File: src/rtl/atm_pkg.sv
// Shared ATM definitions: PIN verifier states and defaults, plus the
// card controller's state constants.
package atm_pkg;

  localparam int PIN_DIGITS_DEF     = 4;
  localparam int MAX_ATTEMPTS_DEF   = 3;
  localparam int TIMEOUT_CYCLES_DEF = 1024;

  typedef enum logic [2:0] {
    PV_IDLE    = 3'd0,
    PV_COLLECT = 3'd1,
    PV_CHECK   = 3'd2,
    PV_GRANTED = 3'd3,
    PV_LOCKED  = 3'd4
  } pv_state_t;

  typedef enum logic [2:0] {
    CTRL_IDLE      = 3'd0,
    CTRL_CARD_WAIT = 3'd1,
    CTRL_PIN_ENTRY = 3'd2,
    CTRL_MENU      = 3'd3,
    CTRL_EJECT     = 3'd4
  } ctrl_state_t;

  function automatic logic is_bcd(input logic [3:0] d);
    return d <= 4'd9;
  endfunction

endpackage

File: src/rtl/pin_timer.sv
// Idle timer for PIN entry: down-counter reloaded on clear, flags the
// terminal count for exactly one cycle while enabled.
module pin_timer #(
  parameter int CYCLES = 1024
) (
  input  logic clk,
  input  logic reset,
  input  logic clear,
  input  logic enable,
  output logic expired
);

  localparam int W = (CYCLES > 1) ? $clog2(CYCLES) : 1;
  localparam logic [W-1:0] LOAD = W'(CYCLES - 1);

  logic [W-1:0] r_count;

  always_ff @(posedge clk or posedge reset) begin
    if (reset) begin
      r_count <= LOAD;
    end else if (clear) begin
      r_count <= LOAD;
    end else if (enable && (r_count != '0)) begin
      r_count <= r_count - 1'b1;
    end
  end

  // Clear wins, so any accepted key in the terminal cycle suppresses expiry.
  assign expired = enable && !clear && (r_count == '0);

endmodule

File: src/rtl/pin_verifier.sv
// PIN verifier: collects BCD digits, compares against the stored PIN,
// counts wrong attempts and retains the card after too many.
//
// state      | meaning
// IDLE       | no card, waiting for card_in
// COLLECT    | card present, gathering digits
// CHECK      | one-cycle compare of buffer against stored_pin
// GRANTED    | PIN accepted, session open until card removed
// LOCKED     | attempts exhausted, card retained until reset
module pin_verifier
  import atm_pkg::*;
#(
  parameter int PIN_DIGITS     = PIN_DIGITS_DEF,
  parameter int MAX_ATTEMPTS   = MAX_ATTEMPTS_DEF,
  parameter int TIMEOUT_CYCLES = TIMEOUT_CYCLES_DEF
) (
  input  logic                    clk,
  input  logic                    reset,
  input  logic                    card_in,
  input  logic                    key_valid,
  input  logic [3:0]              key_digit,
  input  logic                    key_enter,
  input  logic                    key_clear,
  input  logic [4*PIN_DIGITS-1:0] stored_pin,
  output logic                    pin_ok,
  output logic                    pin_fail,
  output logic                    timeout,
  output logic                    session_active,
  output logic                    card_retained,
  output logic [1:0]              attempts_left,
  output logic [2:0]              digit_count
);

  localparam int BW = 4 * PIN_DIGITS;
  localparam logic [2:0] FULL = 3'(PIN_DIGITS);
  localparam logic [1:0] MAX_ATT = 2'(MAX_ATTEMPTS);

  pv_state_t     r_state;
  logic [BW-1:0] r_buffer;
  logic [2:0]    r_digit_count;
  logic [1:0]    r_attempts;
  logic          r_pin_ok;
  logic          r_pin_fail;
  logic          r_timeout;
  logic          r_session;
  logic          r_retained;

  logic w_digit_ok;
  logic w_restart;
  logic w_timer_clear;
  logic w_timer_en;
  logic w_expired;

  assign w_digit_ok = key_valid && is_bcd(key_digit) && (r_digit_count < FULL);
  assign w_restart  = (r_state == PV_COLLECT) && card_in &&
                      (key_clear || key_enter || w_digit_ok);
  assign w_timer_en    = (r_state == PV_COLLECT);
  assign w_timer_clear = (r_state != PV_COLLECT) || w_restart;

  pin_timer #(
    .CYCLES(TIMEOUT_CYCLES)
  ) u_timer (
    .clk    (clk),
    .reset  (reset),
    .clear  (w_timer_clear),
    .enable (w_timer_en),
    .expired(w_expired)
  );

  always_ff @(posedge clk or posedge reset) begin
    if (reset) begin
      r_state       <= PV_IDLE;
      r_buffer      <= '0;
      r_digit_count <= '0;
      r_attempts    <= MAX_ATT;
      r_pin_ok      <= 1'b0;
      r_pin_fail    <= 1'b0;
      r_timeout     <= 1'b0;
      r_session     <= 1'b0;
      r_retained    <= 1'b0;
    end else begin
      r_pin_ok   <= 1'b0;
      r_pin_fail <= 1'b0;
      r_timeout  <= 1'b0;
      case (r_state)
        PV_IDLE: begin
          if (card_in) begin
            r_state       <= PV_COLLECT;
            r_buffer      <= '0;
            r_digit_count <= '0;
            r_attempts    <= MAX_ATT;
          end
        end
        PV_COLLECT: begin
          if (!card_in) begin
            r_state       <= PV_IDLE;
            r_buffer      <= '0;
            r_digit_count <= '0;
          end else if (key_clear) begin
            r_buffer      <= '0;
            r_digit_count <= '0;
          end else if (key_enter) begin
            if (r_digit_count == FULL) begin
              r_state <= PV_CHECK;
            end else begin
              r_buffer      <= '0;
              r_digit_count <= '0;
              if (r_attempts <= 2'd1) begin
                r_attempts <= 2'd0;
                r_state    <= PV_LOCKED;
                r_retained <= 1'b1;
              end else begin
                r_attempts <= r_attempts - 2'd1;
                r_pin_fail <= 1'b1;
              end
            end
          end else if (w_digit_ok) begin
            r_buffer      <= {r_buffer[BW-5:0], key_digit};
            r_digit_count <= r_digit_count + 3'd1;
          end else if (w_expired) begin
            r_timeout     <= 1'b1;
            r_state       <= PV_IDLE;
            r_buffer      <= '0;
            r_digit_count <= '0;
          end
        end
        PV_CHECK: begin
          // The entered PIN is never kept once the compare is done.
          r_buffer      <= '0;
          r_digit_count <= '0;
          if (!card_in) begin
            r_state <= PV_IDLE;
          end else if (r_buffer == stored_pin) begin
            r_state   <= PV_GRANTED;
            r_pin_ok  <= 1'b1;
            r_session <= 1'b1;
          end else if (r_attempts <= 2'd1) begin
            r_attempts <= 2'd0;
            r_state    <= PV_LOCKED;
            r_retained <= 1'b1;
          end else begin
            r_attempts <= r_attempts - 2'd1;
            r_pin_fail <= 1'b1;
            r_state    <= PV_COLLECT;
          end
        end
        PV_GRANTED: begin
          if (!card_in) begin
            r_state   <= PV_IDLE;
            r_session <= 1'b0;
          end
        end
        PV_LOCKED: begin
          r_retained <= 1'b1;
        end
        default: begin
          r_state <= PV_IDLE;
        end
      endcase
    end
  end

  assign pin_ok         = r_pin_ok;
  assign pin_fail       = r_pin_fail;
  assign timeout        = r_timeout;
  assign session_active = r_session;
  assign card_retained  = r_retained;
  assign attempts_left  = r_attempts;
  assign digit_count    = r_digit_count;

endmodule

File: config.mk
export PLATFORM = sky130hd
export DESIGN_NAME = pin_verifier
export DESIGN_NICKNAME = d
export VERILOG_FILES = /design/src/rtl/atm_pkg.sv /design/src/rtl/pin_timer.sv /design/src/rtl/pin_verifier.sv
export SDC_FILE = /design/constraint.sdc
export NUM_CORES = 1
export LEC_CHECK = 0
export ABC_AREA = 1
export ABC_CLOCK_PERIOD_IN_PS = 5100
export CORE_MARGIN = 2
export CORE_UTILIZATION = 25
export CTS_BUF_LIST = sky130_fd_sc_hd__clkbuf_8 sky130_fd_sc_hd__clkbuf_16
export DETAILED_ROUTE_END_ITERATION = 8
export PLACE_DENSITY = 0.45
export SETUP_SLACK_MARGIN = 0.3
export SYNTH_ARGS = -nofsm -noshare
export SYNTH_HDL_FRONTEND = slang
export SYNTH_SLANG_ARGS = --single-unit
File: constraint.sdc
create_clock -name clk -period 5.1 [get_ports clk]
set_input_delay 1.02 -clock clk [delete_from_list [all_inputs] [get_ports clk]]
set_output_delay 1.02 -clock clk [all_outputs]
set_load 0.01 [all_outputs]
==> results_dict.tcl <==
set metrics [dict create \
    outcome "finished, final reports clean" \
    row_count 35 \
    core-area_um2 9110 \
    cts-root-buf "clkbuf_8" \
    drive_gt1_share_pct 7.73 \
    tightest_slew_ns 0.750 \
    numCtsBuffers 5 \
    comb_power_share_pct 29.5 \
    p_leak_uw 0.00152 \
    start_util_pct 25.4 \
    drc 0 \
    setup.worst_path.class "primary input to flop" \
    num_vias 2083 \
    slew_headroom_pct 49.9 \
    synth-seq-cells 39 \
    postCtsSetupBuffers 0 \
    syn-num-nets 375 \
    ctsLongestPathBuffers 2 \
    setup-tns-final_ns 0 \
    fin_crit_ns 2.68 \
    globalplace.congestion 0.868 \
    grt_use_total_pct 11.1 \
    clk_pin_slew_ns 0.08 \
    total_power_uw 919 \
    yosys-top-cells-area "dfrtp_1 29%, nand2_1 25%, dfstp_2 14%" \
    n_antenna_cell 0 \
    dr.pass1.iters 5 \
    use_met2_pct 18.3 \
    p_sw_share_pct 34.3 \
    ys_types 24 \
    die_height_um 100 \
    ant_nets 0 \
    maxClockFrequency_ghz 0.373 \
    netSwitchingPower_uw 315 \
    powerDensity_nw_per_um2 317 \
    layout-area-overhead-vs-synth_pct 25.7 \
    clk_latency_ns 0.29 \
    ir_drop_v 0.000144 \
    met3_usage_pct 2.79 \
    multiInputGateArea_um2 1080 \
    place_ws_ns 2.11 \
    synth_edf_count 0 \
    holdPathStages 1 \
    dieArea_um2 10000 \
    port_buffers 35 \
    hold_viol 0 \
    synth.cells.most_frequent "151 x nand2_1, 58 x inv_1, 40 x nor2_1" \
    grt_pass1_vias 2019 \
    async_flop_share_pct 100 \
    yosys_warnings 0 \
    wl_per_cell_um 10.3 \
    grt_max_degree 40 \
    yosysMostFrequentCell "nand2_1" \
    gr-max-usage-layer "met2" \
    synthCells 346 \
    dpl_cell_area_um2 2790 \
    grt_pass1_wl_um 9030 \
    path_max_fanout 19 \
    critPathArrivalTime_ns 2.91 \
    clock-sinks 39 \
    critPathRequiredTime_ns 5.33 \
    antenna_found_initial 0 \
    rrSetupSlack_ns 3.15 \
    first_iter_violations 93 \
    ctsHtreeMaxLevel 2 \
    ff_latch_area_um2 991 \
    reg2reg_depth 11 \
    grt.met1_usage_pct 14.7 \
    syn_area_um2 2310 \
    via_per_inst 4.17 \
    finalSetupViolCount 0 \
    die_x_um 100 \
    fill_cells 1017 \
    worstSetupStartpointType "primary input" \
    min_path_type "flop to flop" \
    endpoint_kind "flop" \
    synth.avg_cell_area_um2 6.68 \
    cts_tree "done" \
    ys.flop_type "dfrtp_1" \
    ys_seq_area_share_pct 42.9 \
    wl_um 5130 \
    internal_power_uw 604 \
    yosysTopAreaCellShare_pct 29.2 \
    skew_ns 0.00846 \
    pwr-share-clk_pct 28.2 \
    ctsHoldBuffers 0 \
    post_cts_resized 0 \
    rsz0062_at_grt "no" \
    setup_slack_ns 2.42 \
    yosys.area.top_type "dfrtp_1" \
    seqPwrFrac_pct 42.3 \
    cap_violations 0 \
    io_pins 36 \
    hpwl_um 3830 \
    finalMaxSlewViolations 0 \
    design_area_um2 2900 \
    fin_crit_sh_pct 52.6 \
    overflow 0 \
    final_nets 416 \
]
## worst max-delay path: stages
cell and delay (ns):
clkdlybuf4s50_1 0.54, clkinv_1 0.23, nor2_1 0.14, nand4_1 0.14, nor2_2 0.61, nand2_1 0.12, nand2_1 0.10
## state kept, by name, indices dropped and copies added, names as in the netlist
name and count:
pin_fail 1, r_buffer 16, u_timer.r_count 10, session_active 1, timeout 1, card_retained 1
r_state 3, pin_ok 1, digit_count 3, attempts_left 2
## cell type report
type | count | share of cell area (%)
multi-input cells | 246 | 37.3
flip-flops and latches | 39 | 34.1
repair buffers | 36 | 12.3
inverters | 59 | 7.63
well taps | 111 | 4.78
clock buffers | 5 | 2.37
clock inverters | 3 | 1.51
## cells in the final DEF, fill, tap and decap left out, drive strengths merged
cell type / instances
inv: 58
nor2: 44
o211ai: 2
o21a: 1
dfrtp: 27
buf: 1
nand3: 13
clkinv: 3
clkdlybuf4s50: 35
nand4: 5
ha: 3
o21ai: 10
nand2: 152
bufinv: 1
xor2: 3
dfstp: 12
or2: 1
a21oi: 8
clkbuf: 5
nor3: 4
## routing by layer
layer  share of wire, %  up-vias
met5                  0        -
met4               0.74        0
met3                4.1        2
met2                 45       38
met1                 50      925
li1                   -     1118
## kinds of logic (layout without fill, tap and decap cells)
| kind of cell | Yosys count | count (layout) | share of synthesized area, % |
|---|---|---|---|
| simple gates | 219 | 219 | 38.6 |
| buf+inv | 61 | 103 | 10.3 |
| flops | 39 | 39 | 42.9 |
| compound gates | 21 | 21 | 5.47 |
| fa+ha+maj | 3 | 3 | 1.62 |
| xor+xnor | 3 | 3 | 1.14 |
## metrics by stage
| stage | hold slack [ns] | util (%) | std cells |
|---|---|---|---|
| floorplan | 0.463 | - | 346 |
| global placement | 0.461 | 30.6 | 491 |
| detailed placement | 0.456 | 30.6 | 491 |
| CTS | 0.482 | 31.9 | 499 |
| global route | 0.499 | 31.9 | 499 |
| finish | 0.475 | 31.9 | 499 |
## final timing paths
check | startpoint | endpoint
max in group asynchronous | reset | attempts_left[0]$_DFFE_PP1P_
setup / recovery | card_in | r_buffer[13]$_DFFE_PP0P_
setup reg to reg | u_timer.r_count[0]$_DFFE_PP1P_ | digit_count[0]$_DFFE_PP0P_
hold / removal | card_retained$_DFFE_PP0P_ | card_retained$_DFFE_PP0P_
min in group asynchronous | reset | r_buffer[14]$_DFFE_PP0P_
hold reg to reg | card_retained$_DFFE_PP0P_ | card_retained$_DFFE_PP0P_
## power by group through the flow
stage / clock [µW] / combinational, µW / sequential [µW]
after floorplan: 0 / 188 / 393
after global placement: 0 / 276 / 395
after detailed placement: 0 / 275 / 395
after CTS: 273 / 277 / 390
after global routing: 286 / 311 / 396
final: 259 / 271 / 389
Power figures use the tool's default switching activity.
